[src/rtl/spi_pkg.sv]
// Shared SPI definitions: FSM state encoding and default payload width.
package spi_pkg;

  localparam int SPI_DATA_W = 12;

  typedef enum logic [1:0] {
    ST_IDLE  = 2'd0,
    ST_SHIFT = 2'd1,
    ST_HOLD  = 2'd2
  } spi_state_e;

  // Number of bits a frame carries, including the optional trailing parity bit.
  function automatic int frame_bits(input int data_w, input bit parity_en);
    return parity_en ? data_w + 1 : data_w;
  endfunction

endpackage

[src/rtl/spi_slave_tx_if.sv]
// Bus bundle for the SPI responder transmitter: system-side load handshake, SPI pins and status.
interface spi_slave_tx_if #(
  parameter int DATA_W = spi_pkg::SPI_DATA_W
);
  logic [DATA_W-1:0] tx_data;
  logic              tx_valid;
  logic              tx_ready;
  logic              sclk;
  logic              cs;
  logic              miso;
  logic              busy;
  logic              done;
  logic              underrun;
  logic              abort;

  modport slave (
    input  tx_data, tx_valid, sclk, cs,
    output tx_ready, miso, busy, done, underrun, abort
  );

  modport master (
    output tx_data, tx_valid, sclk, cs,
    input  tx_ready, miso, busy, done, underrun, abort
  );
endinterface

[src/rtl/spi_sync_edge.sv]
// Two-flop synchroniser for an asynchronous pin plus a one-flop edge detector.
// RST_VAL sets the idle level so reset release does not produce a false edge.
module spi_sync_edge #(
  parameter logic RST_VAL = 1'b0
) (
  input  logic clk,
  input  logic rst_n,
  input  logic i_async,
  output logic o_rise,
  output logic o_fall
);
  logic r_meta;
  logic r_sync;
  logic r_prev;

  always_ff @(posedge clk or negedge rst_n) begin
    if (!rst_n) begin
      r_meta <= RST_VAL;
      r_sync <= RST_VAL;
      r_prev <= RST_VAL;
    end else begin
      r_meta <= i_async;
      r_sync <= r_meta;
      r_prev <= r_sync;
    end
  end

  assign o_rise = r_sync & ~r_prev;
  assign o_fall = ~r_sync & r_prev;

endmodule

[src/rtl/spi_slave_tx.sv]
// SPI mode-0 responder transmitter on the system clock; one-entry holding buffer feeds the shifter.
// Define SPI_TX_PARITY_EN to append an even-parity bit after the data bits of every frame.
module spi_slave_tx
  import spi_pkg::*;
#(
  parameter int DATA_W    = SPI_DATA_W,
  parameter bit LSB_FIRST = 1'b1
) (
  input logic           clk,
  input logic           rst_n,
  spi_slave_tx_if.slave bus
);
  // state    | meaning
  // ST_IDLE  | miso held low, waiting for cs fall
  // ST_SHIFT | presenting bits, one per sclk fall
  // ST_HOLD  | all bits presented, miso low until cs rises

  localparam int CNT_W = $clog2(DATA_W + 2);
`ifdef SPI_TX_PARITY_EN
  localparam int                FRAME_BITS = frame_bits(DATA_W, 1'b1);
  localparam logic [CNT_W-1:0]  DATA_CNT   = CNT_W'(DATA_W);
`else
  localparam int                FRAME_BITS = frame_bits(DATA_W, 1'b0);
`endif
  localparam logic [CNT_W-1:0]  LAST_CNT   = CNT_W'(FRAME_BITS);

  logic              w_sclk_fall;
  logic              w_sclk_rise;
  logic              w_cs_fall;
  logic              w_cs_rise;
  logic              w_load;

  spi_state_e        r_state;
  logic [DATA_W-1:0] r_buf;
  logic              r_full;
  logic [DATA_W-1:0] r_shift;
  logic [CNT_W-1:0]  r_cnt;
  logic              r_miso;
  logic              r_done;
  logic              r_underrun;
  logic              r_abort;
`ifdef SPI_TX_PARITY_EN
  logic              r_parity;
`endif

  spi_sync_edge #(.RST_VAL(1'b0)) u_sync_sclk (
    .clk    (clk),
    .rst_n  (rst_n),
    .i_async(bus.sclk),
    .o_rise (w_sclk_rise),
    .o_fall (w_sclk_fall)
  );

  spi_sync_edge #(.RST_VAL(1'b1)) u_sync_cs (
    .clk    (clk),
    .rst_n  (rst_n),
    .i_async(bus.cs),
    .o_rise (w_cs_rise),
    .o_fall (w_cs_fall)
  );

  function automatic logic first_bit(input logic [DATA_W-1:0] w);
    return LSB_FIRST ? w[0] : w[DATA_W-1];
  endfunction

  function automatic logic [DATA_W-1:0] advance(input logic [DATA_W-1:0] w);
    return LSB_FIRST ? (w >> 1) : (w << 1);
  endfunction

  assign w_load = bus.tx_valid & ~r_full;

  always_ff @(posedge clk or negedge rst_n) begin
    if (!rst_n) begin
      r_state    <= ST_IDLE;
      r_buf      <= '0;
      r_full     <= 1'b0;
      r_shift    <= '0;
      r_cnt      <= '0;
      r_miso     <= 1'b0;
      r_done     <= 1'b0;
      r_underrun <= 1'b0;
      r_abort    <= 1'b0;
`ifdef SPI_TX_PARITY_EN
      r_parity   <= 1'b0;
`endif
    end else begin
      r_done     <= 1'b0;
      r_underrun <= 1'b0;
      r_abort    <= 1'b0;

      case (r_state)
        ST_IDLE: begin
          r_miso <= 1'b0;
          if (w_cs_fall) begin
            r_state <= ST_SHIFT;
            r_cnt   <= CNT_W'(1);
            if (r_full) begin
              r_miso   <= first_bit(r_buf);
              r_shift  <= advance(r_buf);
              r_full   <= 1'b0;
`ifdef SPI_TX_PARITY_EN
              r_parity <= ^r_buf;
`endif
            end else begin
              // Underrun still runs a full-length frame so the master stays in step.
              r_underrun <= 1'b1;
              r_shift    <= '0;
`ifdef SPI_TX_PARITY_EN
              r_parity   <= 1'b0;
`endif
            end
          end
        end

        ST_SHIFT: begin
          if (w_cs_rise) begin
            r_abort <= 1'b1;
            r_miso  <= 1'b0;
            r_cnt   <= '0;
            r_state <= ST_IDLE;
          end else if (w_sclk_fall) begin
            if (r_cnt == LAST_CNT) begin
              r_miso  <= 1'b0;
              r_state <= ST_HOLD;
`ifdef SPI_TX_PARITY_EN
            end else if (r_cnt == DATA_CNT) begin
              r_miso <= r_parity;
              r_cnt  <= r_cnt + 1'b1;
`endif
            end else begin
              r_miso  <= first_bit(r_shift);
              r_shift <= advance(r_shift);
              r_cnt   <= r_cnt + 1'b1;
            end
          end
        end

        ST_HOLD: begin
          r_miso <= 1'b0;
          if (w_cs_rise) begin
            r_done  <= 1'b1;
            r_cnt   <= '0;
            r_state <= ST_IDLE;
          end
        end

        default: begin
          r_miso  <= 1'b0;
          r_cnt   <= '0;
          r_state <= ST_IDLE;
        end
      endcase

      // Only possible while the buffer is empty, so it never collides with the move above.
      if (w_load) begin
        r_buf  <= bus.tx_data;
        r_full <= 1'b1;
      end
    end
  end

  assign bus.tx_ready = ~r_full;
  assign bus.miso     = r_miso;
  assign bus.busy     = (r_state != ST_IDLE);
  assign bus.done     = r_done;
  assign bus.underrun = r_underrun;
  assign bus.abort    = r_abort;

endmodule
[src/flat_wrapper.sv]
// flat-port wrapper written by rule: the top's interface ports become plain ports
module spi_slave_tx_flat import spi_pkg::*;
#(
  parameter int DATA_W    = SPI_DATA_W,
  parameter bit LSB_FIRST = 1'b1
)
  (clk, rst_n, bus_tx_data, bus_tx_valid, bus_sclk, bus_cs, bus_tx_ready, bus_miso, bus_busy, bus_done, bus_underrun, bus_abort);
  spi_slave_tx_if #(.DATA_W(DATA_W)) bus_i ();
  input logic clk;
  input logic rst_n;
  input wire logic [$bits(bus_i.tx_data)-1:0] bus_tx_data;
  input wire logic [$bits(bus_i.tx_valid)-1:0] bus_tx_valid;
  input wire logic [$bits(bus_i.sclk)-1:0] bus_sclk;
  input wire logic [$bits(bus_i.cs)-1:0] bus_cs;
  output wire logic [$bits(bus_i.tx_ready)-1:0] bus_tx_ready;
  output wire logic [$bits(bus_i.miso)-1:0] bus_miso;
  output wire logic [$bits(bus_i.busy)-1:0] bus_busy;
  output wire logic [$bits(bus_i.done)-1:0] bus_done;
  output wire logic [$bits(bus_i.underrun)-1:0] bus_underrun;
  output wire logic [$bits(bus_i.abort)-1:0] bus_abort;
  assign bus_i.tx_data = bus_tx_data;
  assign bus_i.tx_valid = bus_tx_valid;
  assign bus_i.sclk = bus_sclk;
  assign bus_i.cs = bus_cs;
  assign bus_tx_ready = bus_i.tx_ready;
  assign bus_miso = bus_i.miso;
  assign bus_busy = bus_i.busy;
  assign bus_done = bus_i.done;
  assign bus_underrun = bus_i.underrun;
  assign bus_abort = bus_i.abort;
  spi_slave_tx #(.DATA_W(DATA_W), .LSB_FIRST(LSB_FIRST)) u_core (.clk(clk), .rst_n(rst_n), .bus(bus_i));
endmodule
[config.mk]
export PLATFORM = sky130hd
export DESIGN_NAME = spi_slave_tx_flat
export DESIGN_NICKNAME = d
export VERILOG_FILES = /design/src/rtl/spi_pkg.sv /design/src/rtl/spi_slave_tx_if.sv /design/src/rtl/spi_sync_edge.sv /design/src/rtl/spi_slave_tx.sv /design/src/flat_wrapper.sv
export SDC_FILE = /design/constraint.sdc
export NUM_CORES = 1
export LEC_CHECK = 0
export CAP_MARGIN = 20
export CORE_MARGIN = 4
export CORE_UTILIZATION = 40
export DETAILED_ROUTE_END_ITERATION = 10
export PLACE_DENSITY = 0.7
export SLEW_MARGIN = 5
export SYNTH_ARGS = -nofsm -noshare
export SYNTH_HDL_FRONTEND = slang
export SYNTH_SLANG_ARGS = --single-unit
[constraint.sdc]
create_clock -name clk -period 2 [get_ports clk]
set_input_delay 0.4 -clock clk [delete_from_list [all_inputs] [get_ports clk]]
set_output_delay 0.4 -clock clk [all_outputs]
set_load 0.05 [all_outputs]
==> impl_metrics.yaml <==
outcome:
  outcome: "finished clean"
floorplan:
  start_util_pct: 42.6
  die_y_um: 74.5
  rows: 23
  dieArea_um2: 5540
  io_pins: 23
  die_x_um: 74.5
  core_area_um2: 4140
detailed_routing:
  wl_met3_um: 107
  met2_length_um: 1850
  dr.max_layer_used: "met4"
  wl_met1_um: 1550
  via_per_inst: 5.47
  drc_errors: 0
  totalWireLength_um: 3630
  drtPass1Iterations: 4
  ant_nets: 0
  wl_per_cell_um: 15.7
  vias: 1270
  drt_iter0_markers: 49
worst_setup_path:
  ff2ff_path_depth: 6
  worstSetupPathType: "reg -> out"
  startpoint_type: "register"
  cp_data_required_time_ns: 1.60
  worstSetupEndpointType: "output pin"
  critical-path-slowest-cell: "clkdlybuf4s50_1"
  startpoint: "u_core.bus.miso"
  reg2reg_to: "u_core.r_state[0]"
  critPathMaxFanout: 2
  cp_slowest_stage_delay_ns: 0.81
  cp.arrival_ns: 1.45
  critical_path_buf_inv_count: 1
  path_cells: "clkdlybuf4s50_1"
  reg2reg_slack_ns: 0.28
  reg2reg_from: "u_core.r_cnt[0]"
  crit_family: "buffers and inverters"
flow_run:
  maxCapViolations: 0
logic_synthesis:
  synth_compound_area_share_pct: 14.2
  synthAdderAreaFrac_pct: 1.42
  synth_area_um2: 1770
  synth_enable_flop_cells: 0
  synth_ff_type: "dfrtp_1"
  synth_cell_types: 39
  synthArstFlopShare_pct: 100
  synth_warnings: 0
  ys_seq_elements: 40
  syn_area_per_cell_um2: 11.4
  yosys.area_share.simple_pct: 16.8
  synthXorXnorAreaFrac_pct: 0
  netlist_instances: 155
  ys_seq_area_share_pct: 56.9
  synth_nets: 174
  muxShareOfSynthArea_pct: 7.65
  synth_top_family_by_area: "simple AND/OR/NAND/NOR gates"
timing:
  setup_violations: 0
  rsz0062_at_grt: "no"
  report.final.slew_viol_count: 0
  tightest_slew_ns: 0.513
  relSlewSlack_pct: 65.8
  finalHoldViolCount: 0
  fin_crit_ns: 1.85
  fin_setup_tns_ns: 0
  skew_ns: 0.00570
  max_freq_mhz: 541
  finalCritPeriodShare_pct: 92.4
  timing.hold.ws_ns: 0.0639
cts:
  ctsHoldBuffers: 0
  cts_setup_buffers: 0
  path_clk_slew_ns: 0.08
  tritoncts: "yes"
  cts_buffers: 5
  clock_tree.buffer_depth: 2
  h-tree-depth: 2
  post_cts_resized: 0
  clkLatencyLatePin_ns: 0.29
  cts-root-buf: "clkbuf_8"
  clock-sinks: 40
min_path:
  hold_class: "in -> async"
global_route:
  overflow: 0
  grt_max_degree: 23
  antenna_found_initial: 0
  grt_usage_pct: 14.7
  grt_pass1_vias: 1327
  grt_pass1_wl_um: 6220
place:
  dpl_cell_area_um2: 2050
  place.gp.congestion: 0.882
  io_buffers: 22
  dp_hpwl_um: 2670
layout:
  final_cell_area_um2: 2160
  syn_to_final_growth_pct: 22.2
  drive_gt1_share_pct: 21.4
  fin_nets: 200
  n_antenna_cell: 0
  fillers: 371
pwr:
  power_density_nw_per_um2: 1430
  peakVddDrop_v: 0.000567
  p_leak_nw: 0.955
-- layout make-up --
class,count,area (µm²),share of cell area (%)
Sequential cell,40,1000,46.6
Multi-Input combinational cell,103,708,32.8
Clock inverter,3,42.5,1.97
Clock buffer,5,68.8,3.19
Tap cell,50,62.6,2.90
Timing Repair Buffer,26,253,11.7
Inverter,5,18.8,0.870
-- logic make-up (layout without fill, tap and decap cells) --
| family | Yosys count | count (layout) |
|---|---|---|
| muxes | 12 | 12 |
| DFF | 40 | 40 |
| adders and majority gates | 2 | 2 |
| buffers and inverters | 12 | 39 |
| and+or+nand+nor | 51 | 51 |
| AOI/OAI and AO/OA | 38 | 38 |
-- flip-flops by register name, summed over array words and instances, names as in the netlist, 2 cells and up --
name            flops
u_core.r_buf       12
u_core.r_shift     11
u_core.r_state      2
u_core.r_cnt        4
-- worst max-delay path by stage --
stage	end	slack [ns]	cells after the start
6_report	bus_miso	0.15	1
5_1_grt	bus_miso	0.10	1
4_1_cts	bus_miso	0.14	1
3_5_place_dp	u_core.r_cnt[1]	0.32	4
3_3_place_gp	u_core.r_cnt[1]	0.34	4
2_1_floorplan	u_core.r_cnt[0]	0.49	4
-- stage by stage --
| step | setup slack (ns) | instances | utilization [%] | total power [mW] |
|---|---|---|---|---|
| detailed placement | 0.323 | 224 | 49.4 | 2.44 |
| floorplan | 0.486 | 155 | - | 2.11 |
| global placement | 0.341 | 224 | 49.4 | 2.35 |
| finish | 0.153 | 232 | 52.1 | 3.09 |
| CTS | 0.140 | 232 | 52.1 | 3.10 |
| global route | 0.103 | 232 | 52.1 | 3.27 |
-- synth_stat cells, types with 2 or more instances --
cell type,instances,area [µm²]
a21oi_1,12,60.1
dfstp_2,3,78.8
ha_1,2,25.0
nand3_1,6,30.0
inv_1,5,18.8
and2b_1,2,15.0
and3_1,11,68.8
nor2_1,6,22.5
dfrtp_1,37,926
o21ai_0,3,15.0
nand2_1,14,52.6
clkbuf_1,2,7.51
nor2b_1,3,18.8
nand2b_1,2,12.5
buf_2,4,20.0
mux2_2,12,135
o21ai_1,9,45.0
-- per-layer routing --
layer  vias to the layer above  global-route usage [%]
met5                         -                       0
met4                         0                    7.71
met3                        13                    2.97
met2                        31                    25.8
met1                       620                    16.9
li1                        606                       -
-- cells in the final DEF, fill, tap and decap left out, drive strengths merged, types with 5 or more instances in the layout --
cell	netlist	routed
dfrtp	37	37
nor2	6	6
o21ai	12	12
and3	11	11
nand3	6	6
clkdlybuf4s50	0	19
a21oi	12	12
nand2	14	14
inv	5	5
clkbuf	2	5
mux2	12	12
buf	5	7
-- power by group --
part / switching (mW) / internal, mW
clock network: 0.298 / 0.369
logic: 0.588 / 0.503
registers: 0.227 / 1.10
total: 1.11 / 1.98
Power figures use the tool's default switching activity.
